--- src/rtl/instr_issue_queue.sv ---
// Instruction issue queue: a circular FIFO of instruction words drained by a
// paced issuer that presents one word every GAP_CYCLES cycles while run is high.
//
// Optional feature macro: ISSUE_HALT_DETECT_EN. When defined, a head word whose
// top 6 bits are 6'h3F is a halt word: it is popped without being presented and
// the block stops issuing until reset. When undefined, such words issue normally
// and halted is tied low.
//
// Ports:
//   clock        single clock, rising edge
//   reset        synchronous, active-high
//   push         enqueue push_word this cycle (dropped while full)
//   push_word    instruction to enqueue
//   run          issuing enabled while high
//   instrword    last issued instruction, held between issues
//   newinstr     one-cycle pulse marking a fresh instrword
//   full, empty  queue status
//   level        occupied entries
//   issued_count instructions issued since reset (wraps)
//   halted       halt word seen (always 0 without ISSUE_HALT_DETECT_EN)
module instr_issue_queue #(
  parameter int unsigned WIDTH      = 32,
  parameter int unsigned DEPTH      = 8,
  parameter int unsigned GAP_CYCLES = 12
) (
  input  logic                     clock,
  input  logic                     reset,
  input  logic                     push,
  input  logic [WIDTH-1:0]         push_word,
  input  logic                     run,
  output logic [WIDTH-1:0]         instrword,
  output logic                     newinstr,
  output logic                     full,
  output logic                     empty,
  output logic [$clog2(DEPTH):0]   level,
  output logic [15:0]              issued_count,
  output logic                     halted
);

  localparam int unsigned PtrW = $clog2(DEPTH);
  localparam int unsigned LvlW = PtrW + 1;
  localparam int unsigned GapW = $clog2(GAP_CYCLES + 1);

`ifdef ISSUE_HALT_DETECT_EN
  typedef enum logic [1:0] {StIdle, StWait, StHalt} state_e;
`else
  typedef enum logic {StIdle, StWait} state_e;
`endif

  state_e            state_q, state_d;
  logic [GapW-1:0]   gap_q, gap_d;
  logic [PtrW-1:0]   rd_ptr_q, wr_ptr_q;
  logic [LvlW-1:0]   level_q, level_d;
  logic [WIDTH-1:0]  mem_q [DEPTH];
  logic [WIDTH-1:0]  instr_q;
  logic              new_q;
  logic [15:0]       count_q;

  logic              push_ok;
  logic              can_issue;
  logic              do_issue;
  logic              pop;
  logic              present;
  logic              halt_set;
  logic              is_halt_word;
  logic [WIDTH-1:0]  head;

  assign full      = (level_q == LvlW'(DEPTH));
  assign empty     = (level_q == '0);
  assign push_ok   = push && !full;
  // Decision uses registered level, so a word pushed this cycle is not yet visible.
  assign can_issue = run && !empty;
  assign head      = mem_q[rd_ptr_q];

`ifdef ISSUE_HALT_DETECT_EN
  assign is_halt_word = (head[WIDTH-1 -: 6] == 6'h3F);
`else
  assign is_halt_word = 1'b0;
`endif

  always_comb begin
    state_d  = state_q;
    gap_d    = gap_q;
    do_issue = 1'b0;
    pop      = 1'b0;
    present  = 1'b0;
    halt_set = 1'b0;
    unique case (state_q)
      StIdle: begin
        if (can_issue) do_issue = 1'b1;
      end
      StWait: begin
        // A pending gap always runs to completion, even with run low.
        if (gap_q == GapW'(1)) begin
          if (can_issue) do_issue = 1'b1;
          else           state_d  = StIdle;
        end else begin
          gap_d = gap_q - GapW'(1);
        end
      end
      default: ;  // StHalt: frozen until reset
    endcase
    if (do_issue) begin
      pop = 1'b1;
      if (is_halt_word) begin
`ifdef ISSUE_HALT_DETECT_EN
        state_d  = StHalt;
`endif
        gap_d    = '0;
        halt_set = 1'b1;
      end else begin
        state_d = StWait;
        gap_d   = GapW'(GAP_CYCLES);
        present = 1'b1;
      end
    end
    level_d = level_q + LvlW'(push_ok) - LvlW'(pop);
  end

  always_ff @(posedge clock) begin
    if (reset) begin
      state_q  <= StIdle;
      gap_q    <= '0;
      rd_ptr_q <= '0;
      wr_ptr_q <= '0;
      level_q  <= '0;
      instr_q  <= '0;
      new_q    <= 1'b0;
      count_q  <= '0;
    end else begin
      state_q <= state_d;
      gap_q   <= gap_d;
      level_q <= level_d;
      new_q   <= present;
      if (push_ok) wr_ptr_q <= wr_ptr_q + PtrW'(1);
      if (pop)     rd_ptr_q <= rd_ptr_q + PtrW'(1);
      if (present) begin
        instr_q <= head;
        count_q <= count_q + 16'd1;
      end
    end
  end

  // Storage needs no reset; pointers and level define validity.
  always_ff @(posedge clock) begin
    if (!reset && push_ok) mem_q[wr_ptr_q] <= push_word;
  end

`ifdef ISSUE_HALT_DETECT_EN
  logic halted_q;
  always_ff @(posedge clock) begin
    if (reset)         halted_q <= 1'b0;
    else if (halt_set) halted_q <= 1'b1;
  end
  assign halted = halted_q;
`else
  assign halted = 1'b0;
`endif

  assign instrword    = instr_q;
  assign newinstr     = new_q;
  assign level        = level_q;
  assign issued_count = count_q;

endmodule

--- config.mk ---
export PLATFORM = sky130hd
export DESIGN_NAME = instr_issue_queue
export DESIGN_NICKNAME = d
export VERILOG_FILES = /design/src/rtl/instr_issue_queue.sv
export SDC_FILE = /design/constraint.sdc
export NUM_CORES = 1
export LEC_CHECK = 0
export ABC_AREA = 1
export CAP_MARGIN = 15
export CORE_UTILIZATION = 63
export CTS_BUF_LIST = sky130_fd_sc_hd__clkbuf_4
export DETAILED_ROUTE_END_ITERATION = 12
export PLACE_DENSITY = 0.95
export SETUP_SLACK_MARGIN = 0.05
export SLEW_MARGIN = 30
export SYNTH_ARGS = -nofsm -noshare
export SYNTH_HDL_FRONTEND = slang
export SYNTH_SLANG_ARGS = --single-unit
export TNS_END_PERCENT = 100
--- constraint.sdc ---
create_clock -name clock -period 10.7 [get_ports clock]
set_input_delay 2.14 -clock clock [delete_from_list [all_inputs] [get_ports clock]]
set_output_delay 2.14 -clock clock [all_outputs]
set_load 0.1 [all_outputs]
After elaboration in Yosys (flattened, before gate mapping)
Memories as Yosys holds them, arrays and structs flattened. A register that Yosys moved wholly into a read port is not among the register bits. Index checks and enable logic that the tools add are counted.

Register bits after elaboration: 32. Memory bits (writable): 256. Input bits: 36. Output and inout port bits: 56. Logic and storage cells: 43. Memories kept: 1.

Memory list: mem_q (depth 8, width 32, rd ports 1, clocked after Yosys merged registers in 1, write ports 1, RTL line 54) `logic [WIDTH-1:0] mem_q [DEPTH];`.

$add $sub $neg: 6. Equal/unequal tests: 3. Muxes and demuxes: 12. Bitwise gates (word level): 2. Reduce and logical (&&, ||, !) cells: 11.

Operators by type and width (number): $add 16x1->16 const B (1); $mux 4 (3); $mux 1 (8); $add 3x1->3 const B (2); $add 4x1->4 (1); $eq 4x1->1 const B (1); $eq 4x4->1 const B (1); $logic_not 4->1 (1); $reduce_and 2->1 (2); $sub 4x1->4 (1); $sub 4x1->4 const B (1); $logic_and 1x1->1 (3); $logic_not 1->1 (3); $ne 2x2->1 const B (1); $not 1->1 (2); $pmux 1 s2 (1); $reduce_bool 2->1 (1); $reduce_or 2->1 (1).

Logic depth before layout (Yosys ltp)
Word-level depth: 8. Depth in mapped cells: 15. Gate-level depth less buffers: 14.

Worst setup path after synthesis
OpenSTA, ideal clock, no wires.

Kind: input-to-reg. Start: input port reset. End: memory mem_q[0][0], enable pin. Library setup time: 0.461 ns. Arrival: 4.748 ns. Required time: 10.239 ns. Setup slack: 5.491 ns. Cell stages on the path: 4. Path buffers: 1. Path through: buf_2 > nor2_1 > inv_1 > nor3_1.

Word-level cells in the longest chain between the ends: 4.

Ends and longest elaborated chain: start, declared (RTL line 27) `input logic reset,`; $logic_not 1->1 (RTL line 146) `if (!reset && push_ok) mem_q[wr_ptr_q] <= push_word;`; $logic_and 1x1->1 (RTL line 146); $mux 1 (RTL line 146); $mux 1 (not written as such) (RTL line 146); end, declared (RTL line 54).

No other way between the ends.

Worst setup path in the final report
Start: register level_q[2] (netlist: level[2]). End: output port empty.

Word-level cells in the longest chain between the ends: 1.

Ends and longest elaborated chain: start, declared (RTL line 53) `logic [LvlW-1:0] level_q, level_d;`; start signal, assigned (RTL line 133) `level_q <= level_d;`; $logic_not 4->1 (RTL line 69) `assign empty = (level_q == '0);`; end, declared (RTL line 34) `output logic empty,`.

No other way between the ends.

==> out/qor.yml <==
synth_top_area_share_pct: 60.4
met3_usage_pct: 7.35
crit_arrival_ns: 2.56
cts_max_level: 3
start_util_pct: 64.8
grt_use_met1_pct: 36.1
grt_max_degree: 129
hold_depth: 2
postLayoutCellArea_um2: 14900
whs_endpoint: "instrword[27]$_SDFFE_PP0P_"
ys.warnings.count: 0
synth_mux_area_share_pct: 0
synth_most_common_cell: "edfxtp_1"
synth_nets: 1148
syn_avg_cell_area_um2: 11.6
synth_seq_cells: 320
synthFlopType: "edfxtp_1"
slew_viol_final: 0
grt_overflow: 0
synth.largest_area_cell: "edfxtp_1"
synth_area_leaders: "edfxtp_1 60%, dfxtp_1 10%, nor2_1 6.9%"
relSlewSlack_pct: 31.9
async_flop_share_pct: 0
min-delay-start: "instrword[27]$_SDFFE_PP0P_"
cts-root-buf: "clkbuf_4"
clockBufferDepth: 3
fp.dieW_um: 144
dp.cells: 1405
placed_area_um2: 13900
holdCritPathClass: "register to register"
synth-edff-count: 256
met2_usage_pct: 51.0
clk_pin_slew_ns: 0.07
ys_seq_area_share_pct: 70.4
area_delta_synth_final_pct: 17.0
worst_slew_pin_slew_ns: 1.02
drt_iter0_markers: 965
critPathKind: "register to output port"
viasPerCell: 6.00
r2r-end: "instrword[1]$_SDFFE_PP0P_"
cp.required_ns: 8.56
fin_ws_ns: 6.00
final_core_util_pct: 75.8
dieArea_um2: 20800
p_per_area_nw_per_um2: 239
io_buffers: 90
synth-xor-area-share_pct: 0.138
dr_total_vias: 9275
drive_gt1_share_pct: 12.8
power.leakage_nw: 5.28
final_antenna_net_count: 0
ff2ff_path_depth: 6
max_freq_mhz: 213
grt_use_total_pct: 30.3
postCtsSetupBuffers: 0
min_period_ns: 4.70
skew_ns: 0.0394
cts_resized: 0
cts_hold_buf: 0
status: "completed"
hold-worst-slack_ns: 0.473
routabilityCongestion: 0.885
hold_viol_final: 0
fin_setup_tns_ns: 0
yosysUniqueCellTypes: 33
dp_hpwl_mm: 16.1
io_pins: 92
cts_tree: "yes"
grt_pass1_wl_mm: 46.9
r2r_start: "rd_ptr_q[0]$_SDFFE_PP0P_"
critPathLaunchType: "register"
nNetsFinal: 1266
synth_area_um2: 12700
die_y_um: 144
rows: 51
wirelength_mm: 30.3
synthCells: 1100
grt_antenna_before_repair: 1
reg2reg_setup_slack_ns: 7.67
yosys.area_share.simple_pct: 14.4
end_kind: "output port"
drv_cap: 0
rsz0062_at_grt: "false"
cts.sinks: 320
wl_per_cell_um: 19.6
core_area_um2: 19700
drc_errors: 0
dr.pass1.iters: 7
ir_drop_uv: 163
stdcell_count: 1547
cts_buffers: 76
synth_top_family_by_area: "simple AND/OR/NAND/NOR gates"
grt_pass1_vias: 9356
setup_violations: 0
synth-compound-area-share_pct: 9.50
grt.busiest_layer: "met2"
fin_crit_sh_pct: 43.9
yosys-top-cells-count: "256 x edfxtp_1, 235 x nor2_1, 119 x o21ai_0, 109 x nand2_1, 75 x nand3_1"
finalPower_mw: 3.57
synth_fa_ha_area_share_pct: 1.24
place_ws_ns: 6.19
clk_latency_ns: 0.68
crit_fanout: 3
## critical path, stage by stage, from the launching register on
cell,delay (ns)
dfxtp_1,0.31
inv_1,0.09
ha_1,0.23
nand2_1,0.08
inv_1,0.07
clkdlybuf4s50_1,1.13
## power by group
part | leakage [nW] | total, mW | switching [mW] | internal (mW)
registers | 2.84 | 1.51 | 0.0758 | 1.43
clock network | 0.625 | 1.04 | 0.471 | 0.573
logic | 1.82 | 1.01 | 0.769 | 0.245
## registers in the layout (all words and copies together), names as in the netlist
register,cells
mem_q,256
wr_ptr_q,3
issued_count,16
instrword,32
state_q,1
rd_ptr_q,3
level,4
gap_q,4
newinstr,1
## routing by layer
layer  part of all wire [%]  routed length, µm
met5                      0                  0
met4                    3.6               1100
met3                    9.9               3010
met2                     50              15200
met1                     36              11000
## placed cells by master, fill, tap and decap left out, types with 9 or more instances in the layout
master,netlist,routed
edfxtp_1,256,256
nor2_1,235,231
clkbuf_4,0,124
o21ai_0,119,119
nand2_1,109,109
clkdlybuf4s50_1,0,89
nand3_1,75,75
o211ai_1,62,62
dfxtp_1,64,62
inv_1,45,45
o21ai_1,17,17
clkinv_1,2,13
ha_1,11,11
a21oi_1,9,9
buf_4,7,9
## cells by family after synthesis
family	Yosys count
flip-flops	320
AO/OA/AOI/OAI	209
other	1
buffers and inverters	112
adder cells (fa/ha/maj)	12
AND/OR/NAND/NOR	444
XOR/XNOR	2
## layout make-up
class	count	area, µm²
multi-input combinational	668	3280
antenna	2	5.00
sequential	320	8980
clock inverter	16	116
inverter	48	181
clock buffer	124	931
timing repair buffer	104	1080
fill	1164	4750
tap	265	332
## worst max-delay path by stage
stage | startpoint | end | cells after the start
2_1_floorplan | reset | mem_q[0][0]$_DFFE_PP_ | 4
3_3_place_gp | reset | mem_q[3][9]$_DFFE_PP_ | 4
3_5_place_dp | reset | mem_q[3][9]$_DFFE_PP_ | 5
4_1_cts | level[2]$_SDFF_PP0_ | empty | 5
5_1_grt | level[2]$_SDFF_PP0_ | empty | 5
6_report | level[2]$_SDFF_PP0_ | empty | 5
Power figures use the tool's default switching activity.
